==> src/rtl/logic_unit_pkg.sv <==
// Shared encodings for the multi-cycle logic unit: operation select codes
// and FSM state codes.
package logic_unit_pkg;

    localparam logic [2:0] OP_AND   = 3'b000;
    localparam logic [2:0] OP_OR    = 3'b001;
    localparam logic [2:0] OP_XOR   = 3'b010;
    localparam logic [2:0] OP_NOR   = 3'b011;
    localparam logic [2:0] OP_NAND  = 3'b100;
    localparam logic [2:0] OP_XNOR  = 3'b101;
    localparam logic [2:0] OP_ANDN  = 3'b110;
    localparam logic [2:0] OP_PASSA = 3'b111;

    localparam logic [1:0] ST_IDLE = 2'd0;
    localparam logic [1:0] ST_RUN  = 2'd1;
    localparam logic [1:0] ST_DONE = 2'd2;

endpackage

==> src/rtl/logic_chunk_op.sv <==
// Combinational 8-way bitwise operation applied to one CHUNK-wide slice.
module logic_chunk_op
    import logic_unit_pkg::*;
#(
    parameter int CHUNK = 8
) (
    input  logic [2:0]       op,
    input  logic [CHUNK-1:0] a_slice,
    input  logic [CHUNK-1:0] b_slice,
    output logic [CHUNK-1:0] r_slice
);

    always_comb begin
        // NOTE: default assignment first so no path leaves r_slice unassigned (no latch).
        r_slice = '0;
        case (op)
            OP_AND:   r_slice = a_slice & b_slice;
            OP_OR:    r_slice = a_slice | b_slice;
            OP_XOR:   r_slice = a_slice ^ b_slice;
            OP_NOR:   r_slice = ~(a_slice | b_slice);
            OP_NAND:  r_slice = ~(a_slice & b_slice);
            OP_XNOR:  r_slice = ~(a_slice ^ b_slice);
            OP_ANDN:  r_slice = a_slice & ~b_slice;
            OP_PASSA: r_slice = a_slice;
            default:  r_slice = '0;
        endcase
    end

endmodule

==> src/rtl/logic_unit_seq.sv <==
// Multi-cycle bitwise logic unit: latches operands on acceptance, then
// produces CHUNK result bits per cycle plus zero and parity flags.
module logic_unit_seq
    import logic_unit_pkg::*;
#(
    parameter int WIDTH = 32,
    parameter int CHUNK = 8
) (
    input  logic             clk,
    input  logic             rst,
    input  logic             in_valid,
    output logic             in_ready,
    input  logic [2:0]       op,
    input  logic [WIDTH-1:0] a,
    input  logic [WIDTH-1:0] b,
    output logic             out_valid,
    input  logic             out_ready,
    output logic [WIDTH-1:0] result,
    output logic             zero,
    output logic             parity
);

    localparam int NCHUNK = WIDTH / CHUNK;
    localparam int CW     = (NCHUNK > 1) ? $clog2(NCHUNK) : 1;
    localparam logic [CW-1:0] LAST = CW'(NCHUNK - 1);

    logic [1:0]       state_q, state_d;
    logic [CW-1:0]    count_q, count_d;
    logic [2:0]       op_q, op_d;
    logic [WIDTH-1:0] a_q, a_d, b_q, b_d;
    logic [WIDTH-1:0] result_q, result_d;
    logic             nz_q, nz_d, par_q, par_d;
    logic             zero_q, zero_d, parity_q, parity_d;
    logic [CHUNK-1:0] r_slice;

    logic_chunk_op #(.CHUNK(CHUNK)) u_chunk_op (
        .op      (op_q),
        .a_slice (a_q[int'(count_q)*CHUNK +: CHUNK]),
        .b_slice (b_q[int'(count_q)*CHUNK +: CHUNK]),
        .r_slice (r_slice)
    );

    always_ff @(posedge clk) begin
        // NOTE: non-blocking assignments so every register samples pre-edge values.
        if (rst) begin
            state_q  <= ST_IDLE;
            count_q  <= '0;
            op_q     <= '0;
            a_q      <= '0;
            b_q      <= '0;
            result_q <= '0;
            nz_q     <= 1'b0;
            par_q    <= 1'b0;
            zero_q   <= 1'b0;
            parity_q <= 1'b0;
        end else begin
            state_q  <= state_d;
            count_q  <= count_d;
            op_q     <= op_d;
            a_q      <= a_d;
            b_q      <= b_d;
            result_q <= result_d;
            nz_q     <= nz_d;
            par_q    <= par_d;
            zero_q   <= zero_d;
            parity_q <= parity_d;
        end
    end

    always_comb begin
        state_d = state_q;
        case (state_q)
            ST_IDLE: if (in_valid) state_d = ST_RUN;
            ST_RUN:  if (count_q == LAST) state_d = ST_DONE;
            ST_DONE: if (out_ready) state_d = ST_IDLE;
            default: state_d = ST_IDLE;
        endcase
    end

    // Datapath: load on acceptance, then fold one slice per RUN cycle.
    always_comb begin
        count_d  = count_q;
        op_d     = op_q;
        a_d      = a_q;
        b_d      = b_q;
        result_d = result_q;
        nz_d     = nz_q;
        par_d    = par_q;
        zero_d   = zero_q;
        parity_d = parity_q;
        if (state_q == ST_IDLE && in_valid) begin
            op_d     = op;
            a_d      = a;
            b_d      = b;
            result_d = '0;
            nz_d     = 1'b0;
            par_d    = 1'b0;
            zero_d   = 1'b0;
            parity_d = 1'b0;
            count_d  = '0;
        end else if (state_q == ST_RUN) begin
            result_d[int'(count_q)*CHUNK +: CHUNK] = r_slice;
            nz_d  = nz_q | (|r_slice);
            par_d = par_q ^ (^r_slice);
            if (count_q == LAST) begin
                count_d  = '0;
                zero_d   = ~nz_d;
                parity_d = par_d;
            end else begin
                count_d = count_q + CW'(1);
            end
        end
    end

    always_comb begin
        in_ready  = (state_q == ST_IDLE) && !rst;
        out_valid = (state_q == ST_DONE);
    end

    assign result = result_q;
    assign zero   = zero_q;
    assign parity = parity_q;

endmodule
==> config.mk <==
export PLATFORM = sky130hd
export DESIGN_NAME = logic_unit_seq
export DESIGN_NICKNAME = d
export VERILOG_FILES = /design/src/rtl/logic_unit_pkg.sv /design/src/rtl/logic_chunk_op.sv /design/src/rtl/logic_unit_seq.sv
export SDC_FILE = /design/constraint.sdc
export NUM_CORES = 1
export LEC_CHECK = 0
export CAP_MARGIN = 40
export CORE_UTILIZATION = 50
export DETAILED_ROUTE_END_ITERATION = 6
export PLACE_DENSITY = 0.78
export SLEW_MARGIN = 30
export SYNTH_ARGS = -nofsm -noshare
export SYNTH_HDL_FRONTEND = slang
export SYNTH_SLANG_ARGS = --single-unit
==> constraint.sdc <==
create_clock -name clk -period 7.13 [get_ports clk]
set_input_delay 1.426 -clock clk [delete_from_list [all_inputs] [get_ports clk]]
set_output_delay 1.426 -clock clk [all_outputs]
set_load 0.01 [all_outputs]
==> results of run 1 <==
layer usage:
| layer | part of all wire [%] | up-vias | GRT usage [%] |
|---|---|---|---|
| li1 | - | 2270 | - |
| met1 | 47 | 2152 | 32.8 |
| met2 | 47 | 161 | 38.0 |
| met3 | 5.4 | 14 | 4.18 |
| met4 | 1.0 | 0 | 7.65 |
| met5 | 0 | - | 0 |
state kept, by name (all words and copies together), names as in the netlist, 2 cells and up:
signal / cells
op_q: 3
state_q: 2
result: 32
b_q: 32
a_q: 32
count_q: 2
worst max-delay path by stage:
| stage | to | depth (start not counted) | slack (ps) |
|---|---|---|---|
| after CTS | in_ready | 4 | 2990 |
| final | parity$_SDFFE_PP0P_ | 12 | 2970 |
| after global routing | parity$_SDFFE_PP0P_ | 13 | 2790 |
| after global placement | in_ready | 4 | 3010 |
| after floorplan | par_q$_SDFFE_PP0P_ | 13 | 3570 |
| after detailed placement | in_ready | 4 | 2980 |
power by group:
part           internal, W  total [W]  switching (W)  leakage (nW)
registers         0.000626   0.000648      0.0000215         0.874
clock network     0.000180   0.000399       0.000219         0.110
logic             0.000121   0.000259       0.000138          1.50
stage by stage:
step / hold WS [ps] / util (%) / instance area [um2] / instances / setup WS (ps)
finish: 459 / 64.1 / 6620 / 825 / 2970
global placement: 440 / 61.9 / 6390 / 808 / 3010
detailed placement: 445 / 62.1 / 6410 / 809 / 2980
CTS: 460 / 64.1 / 6620 / 825 / 2990
floorplan: 430 / - / 5320 / 606 / 3570
global route: 474 / 64.1 / 6620 / 825 / 2790
synthesized netlist by cell type, types with 4 or more instances:
| cell | number |
|---|---|
| inv_1 | 25 |
| nor3b_1 | 4 |
| or2_2 | 4 |
| ha_1 | 33 |
| nand2_1 | 153 |
| o31ai_1 | 10 |
| o21ai_0 | 9 |
| clkbuf_1 | 19 |
| dfxtp_1 | 107 |
| nor2_1 | 13 |
| nor3_1 | 11 |
| a22o_1 | 16 |
| xnor2_1 | 5 |
| xor2_1 | 4 |
| nor2b_1 | 6 |
| mux4_2 | 14 |
| a211oi_2 | 5 |
| a32oi_1 | 12 |
| buf_2 | 16 |
| nand2b_1 | 7 |
| a21oi_1 | 74 |
| a221oi_1 | 4 |
| buf_1 | 8 |
logic make-up after synthesis:
logic type	after synthesis
and+or+nand+nor	220
buffers and inverters	69
AOI/OAI and AO/OA	148
DFF	107
xor gates and xnor gates	9
adders and majority gates	33
muxes	20
critical path, delay by kind of cell, from the launching register on:
| kind | cells | cell delay (ps) |
|---|---|---|
| buffers and inverters | 2 | 460 |
| adder cells (fa/ha/maj) | 2 | 520 |
| flip-flops | 1 | 690 |
| AO/OA/AOI/OAI | 2 | 440 |
| XOR/XNOR | 3 | 540 |
| multiplexers | 2 | 1170 |
| AND/OR/NAND/NOR | 1 | 270 |
area by class of cell:
cell class	instances	share of cell area, %
Clock inverter	6	1.15
Inverter	25	1.42
Multi-Input combinational cell	430	43.9
Clock buffer	10	2.08
Timing Repair Buffer	111	16.5
Sequential cell	107	32.4
Tap cell	136	2.57
cells in the final DEF (no fill, tap or decap), types with 6 or more instances in the layout:
master             n
a32oi_1           12
dfxtp_1          105
clkbuf_8          10
nand2_1          152
clkdlybuf4s50_1  105
inv_1             25
a22o_1            16
o21ai_0            9
nor3_1            11
o31ai_1           10
ha_1              33
nor2_1            13
mux4_2            14
nand2b_1           7
a21oi_1           74
nor2b_1            6
==> metrics.md, run 1 <==
| Metric | Value |
|---|---|
| Critical Path RT | `7420 ps` |
| Vias in the first global route | `roughly 4500` |
| Synth Area in Compound Gates | `approximately 19%` |
| Min-delay worst type | `reg2reg` |
| Fin Setup TNS | `0 ps` |
| Syn nets | `710` |
| Setup crit end kind | `flop` |
| VDD IR-drop max | `0.000130 V` |
| First-pass GRT wire length | `21.1 mm` |
| Crit start category | `flop` |
| Clock Skew | `13.0 ps` |
| Worst-path fanout max | `14` |
| DR iter-0 viols | `250` |
| Power Density | `approximately 200 mW/mm2` |
| Adder-cell share of the synthesized area | `7.76%` |
| Sequential cell area | `0.00214 mm2` |
| H-tree depth | `3` |
| Vias per cell | `5.57` |
| Final Cycle Share | `58.4%` |
| CP max stage delay | `just under 700 ps` |
| Initial antenna violation count | `0` |
| Routed WL | `12.8 mm` |
| Clk sink count | `107` |
| Synth Cell Area | `0.00532 mm2` |
| Sequential fraction of the synthesis area | `40.2%` |
| DP HPWL | `roughly 9.5 mm` |
| Rel. slew slack | `47.4%` |
| CP arrival | `roughly 4500 ps` |
| Crit-path cells | `buf_4 -> mux4_2 -> inv_1 -> ha_1 -> or2_2 -> mux4_2 -> a21bo_2 -> ha_1 -> xor2_1 -> xnor2_1 -> xnor2_1 -> o31ai_1` |
| Ant. Diodes | `0` |
| Largest area contributor in the netlist | `dfxtp_1` |
| Top post-synthesis cells by area | `dfxtp_1 40%, nand2_1 11%, ha_1 7.8%` |
| Die X | `105 um` |
| CTS resizes | `0` |
| Post-synth top flop | `dfxtp_1` |
| R2R depth | `12` |
| CTS tree | `built` |
| Area of the multi-input gates | `0.00291 mm2` |
| Port bufs | `106` |
| Syn Area/Cell | `8.79 um2` |
| DRC | `0` |
| Pin count of the biggest net entering global routing | `79` |
| Max cap viols | `0` |
| R2R Setup Slk | `2970 ps` |
| Die area | `0.0111 mm2` |
| Post-synth EDFFs | `0` |
| Die height | `105 um` |
| Worst-skew pair later-pin latency | `380 ps` |
| Largest family of logic cells by synthesized area | `simple AND/OR/NAND/NOR gates` |
| PnR Total Power | `0.00131 W` |
| Fill cell total of the finished layout | `~900` |
| Global-route usage over all layers | `23.9%` |
| TritonCTS buffer count | `9` |
| Tmin final | `4160 ps` |
| Initial Utilization | `around half` |
| Seq cells post-synth | `around 110` |
| Mapped Cells | `606` |
| Clk slew on worst S/H paths | `110 ps` |
| Pins Over Slew Limit | `0` |
| Nets | `a little under 800` |
| GP Congestion | `0.837` |
| Crit path kind | `reg2reg` |
| Reg2reg start | `count_q[0]$_SDFFE_PP0P_` |
| Count of different cell masters after synthesis | `49` |
| R2r endpoint | `parity$_SDFFE_PP0P_` |
| RSZ-0062 raised after global routing | `false` |
| Synth Area in Simple Gates | `18.6%` |
| Fmax achieved | `240 MHz` |
| WL/cell | `15.5 um` |
| LEAKAGE | `2.48 nW` |
| Area Overhead vs Synth | `24.4%` |
| Core area | `approximately 0.010 mm2` |
| Top-area cell type share of the netlist area | `40.2%` |
| Setup Viol. Count Final | `0` |
| Congestion Overflow GR | `0` |
| CP max-delay cell | `dfxtp_1` |
| Multiplexer area fraction after synthesis | `under 10%` |
| Async SR Flop Fraction | `0%` |
| I/O pin cnt | `107` |
| Clock Path Buffers | `2` |
| Share of layout cells above drive strength 1 | `under 10%` |
| Ys Warns | `0` |
| Total number of vias | `4597` |
| Clk root buf | `clkbuf_8` |
| Worst-Margin Slew | `783 ps` |
| Hold endpoint | `a_q[2]$_SDFFE_PP0P_` |
| Outcome | `completed` |
| Fin. Hold Viols | `0` |
| Row count | `37` |
| Post-Synth XOR/XNOR Area | `1.48%` |
| DRT antenna net count | `0` |
| Hold_buf cts | `0` |
| Hold path depth | `2` |
| Hold Path Origin | `a_q[2]$_SDFFE_PP0P_` |
| CP Launch Point | `count_q[0]$_SDFFE_PP0P_` |
| DR pass1 iterations | `4` |
| Setup bufs post-CTS | `0` |
(Power assumes the default switching activity.)
==> inputs of run 2 (changes only) <==
- CORE_UTILIZATION: 50 -> 47
- PLACE_DENSITY: 0.78 -> 0.77
- clock period: 7.13 -> 3.75 ns (I/O delays scaled with it)
==> run 2 against run 1 <==
Critical path depth unchanged. Setup slack worse by 2700 ps. Hold slack worse by 1.6 ps. Sequential cell count unchanged. Critical path type unchanged. Highest routed layer unchanged.
==> metrics.md, run 2 (synthesis gave the netlist of run 1 again) <==
| Metric | Value |
|---|---|
| Routed WL | `14.0 mm (+9.6%)` |
| Hold_buf cts | `0 (unchanged)` |
| Top cell by count, worst path | `xnor2_1` |
| Sw frac | `28.6% (-0.40 points)` |
| H-tree depth | `3 (unchanged)` |
| Clk root buf | `clkbuf_16` |
| Crit start category | `flop` |
| Fmax achieved | `290 MHz (+20%)` |
| DP HPWL | `10.4 mm (+9.3%)` |
| Worst-Margin Slew | `769 ps (-13.5 ps)` |
| Die height | `108 um (+3.1%)` |
| WL/cell | `16.6 um (+7.0%)` |
| Reg2reg start | `count_q[0]$_SDFFE_PP0P_` |
| Total number of vias | `4774 (+3.9%)` |
| Worst-skew pair later-pin latency | `350 ps (-30 ps)` |
| Most Used Layer, Global Route | `met2` |
| Grt met2 use | `41.8% (+3.8 points)` |
| CP max stage delay | `660 ps (-30 ps)` |
| Post-Place Worst Slack | `313 ps (-2660 ps)` |
| Clock Skew | `8.11 ps (-4.93 ps)` |
| Ant. Diodes | `0 (unchanged)` |
| Setup Viol. Count Final | `0 (unchanged)` |
| Met1 usage | `31.7% (-1.1 points)` |
| TritonCTS buffer count | `9 (unchanged)` |
| Area of the multi-input gates | `0.00291 mm2 (unchanged)` |
| I/O pin cnt | `107 (unchanged)` |
| First-pass GRT wire length | `22.9 mm (+8.6%)` |
| Tmin final | `3450 ps (-706 ps)` |
| Sequential power share | `45.5% (-4.1 points)` |
| LEAKAGE | `2.60 nW (+5.0%)` |
| Max cap viols | `0 (unchanged)` |
| DRC | `0 (unchanged)` |
| CP max-delay cell | `mux4_1` |
| Net switching power | `0.000772 W (+100%)` |
| Congestion Overflow GR | `0 (unchanged)` |
| Pin count of the biggest net entering global routing | `77 (-2.5%)` |
| Post-route setup slack | `296 ps (-2670 ps)` |
| CTS tree | `built` |
| Fill cell total of the finished layout | `949 (+7.6%)` |
| Critical Path RT | `4020 ps (-3400 ps)` |
| Clock Path Buffers | `2 (unchanged)` |
| Rel. slew slack | `48.7% (+1.3 points)` |
| Clk slew on worst S/H paths | `80 ps (-30 ps)` |
| CP arrival | `3720 ps (-730 ps)` |
| Setup crit end kind | `flop` |
| Worst-path fanout max | `14 (unchanged)` |
| Die area | `0.0118 mm2 (+6.3%)` |
| Initial antenna violation count | `0 (unchanged)` |
| Clk sink count | `107 (unchanged)` |
| Top delay family on crit path | `compound AO/OA/AOI/OAI gates` |
| Sequential cell area | `0.00214 mm2 (-0.12%)` |
| Area Overhead vs Synth | `28.7%` |
| Final Cycle Share | `92.1% (+34 points)` |
| Outcome | `completed` |
| Die X | `108 um (+3.1%)` |
| Hold Path Origin | `b_q[20]$_SDFFE_PP0P_` |
| GRT met3 Usage | `5.85% (+1.7 points)` |
| Core area | `0.0109 mm2 (+5.9%)` |
| DRT antenna net count | `0 (unchanged)` |
| DR pass1 iterations | `4 (unchanged)` |
| Vias per cell | `5.65 (+1.4%)` |
| Combinational power share | `19.7% (about the same)` |
| DR iter-0 viols | `271 (+8.4%)` |
| Commonest non-fill, non-tap cells in the layout | `152 x nand2_1, 107 x dfxtp_1, 105 x clkdlybuf4s50_1` |
| Min-delay worst type | `reg2reg` |
| Global-route usage over all layers | `25.1% (+1.3 points)` |
| Vias in the first global route | `4789 (+7.3%)` |
| Share of layout cells above drive strength 1 | `9.93% (+1.9 points)` |
| R2R Setup Slk | `300 ps (-2670 ps)` |
| Nets | `804 (+2.0%)` |
| Port bufs | `106 (unchanged)` |
| Crit-path cells | `buf_6 -> mux4_1 -> ha_1 -> and4b_1 -> a221oi_1 -> o211a_1 -> or2_2 -> ha_1 -> xnor2_1 -> xnor2_1 -> xnor2_1 -> o31ai_1` |
| RSZ-0062 raised after global routing | `false` |
| Power Density | `394 mW/mm2 (+100%)` |
| CP Launch Point | `count_q[0]$_SDFFE_PP0P_` |
| Most common cell after layout, fill and taps aside | `nand2_1` |
| Dpl cells | `828 (+2.3%)` |
| Row count | `38 (+2.7%)` |
| Pins Over Slew Limit | `0 (unchanged)` |
| VDD IR-drop max | `0.000272 V (+110%)` |
| Crit path kind | `reg2reg` |
| GP Congestion | `0.846 (+1.1%)` |
| Cell Count, Final, Fillers Out | `845 (+2.4%)` |
| Fin. Hold Viols | `0 (unchanged)` |
| Internal | `0.00193 W (+110%)` |
| Initial Utilization | `48.7% (-2.9 points)` |
| Fin Setup TNS | `0 ps (unchanged)` |
| Buf/Inv on CP | `1 (-1)` |
| Clock power frac | `34.8% (+4.2 points)` |
-- run 2: changes by cell type in the layout (fill, tap and decap cells not counted), sizes merged --
cell    change
buf        +16
clkinv      +2
bufinv      -1
inv         -1
-- run 2: stage by stage --
stage	instance area, um2	power (W)	utilization (%)	hold slack, ps
finish	6850	0.00270	62.7	458
global route	6850	0.00281	62.7	476
CTS	6850	0.00270	62.6	457
detailed placement	6550	0.00178	59.9	446
global placement	6520	0.00175	59.6	441
floorplan	5320	0.00157	-	430
-- run 2: worst reg2reg max path: stages (launching register included) --
cell and delay (ps):
dfxtp_1 370, buf_6 230, mux4_1 660, ha_1 230, and4b_1 190, a221oi_1 310, o211a_1 340, or2_2 150
ha_1 220, xnor2_1 210, xnor2_1 180, xnor2_1 110, o31ai_1 190
-- run 2: layer usage --
layer / part of all wire, % / up-vias
li1: - / 2313
met1: 43 / 2225
met2: 48 / 204
met3: 6.2 / 32
met4: 2.4 / 0
met5: 0 / -
-- run 2: power by group through the flow --
stage / logic, W / clock network (W) / registers [W]
2_1_floorplan: 0.000335 / 0 / 0.00124
3_3_place_gp: 0.000491 / 0 / 0.00126
3_5_place_dp: 0.000523 / 0 / 0.00125
4_1_cts: 0.000527 / 0.000941 / 0.00123
5_1_grt: 0.000588 / 0.000987 / 0.00124
6_report: 0.000533 / 0.000938 / 0.00123
-- run 2: timing repair --
action,in CTS,in global routing
setup endpoints to repair,0,2
setup buffers,0,1
endpoints found under the hold margin,0,0
gates resized for setup,0,2
-- run 2: final cells by class --
type / instances / share of cell area (%)
multi-input combinational: 430 / 42.4
sequential: 107 / 31.3
timing repair buffer: 127 / 18.1
clock buffer: 10 / 3.49
tap: 140 / 2.56
inverter: 25 / 1.37
clock inverter: 6 / 0.785
-- run 2: worst paths after layout --
kind / to / depth (start not counted)
max: parity$_SDFFE_PP0P_ / 12
min: b_q[20]$_SDFFE_PP0P_ / 2
max reg2reg: parity$_SDFFE_PP0P_ / 12
min reg2reg: b_q[20]$_SDFFE_PP0P_ / 2
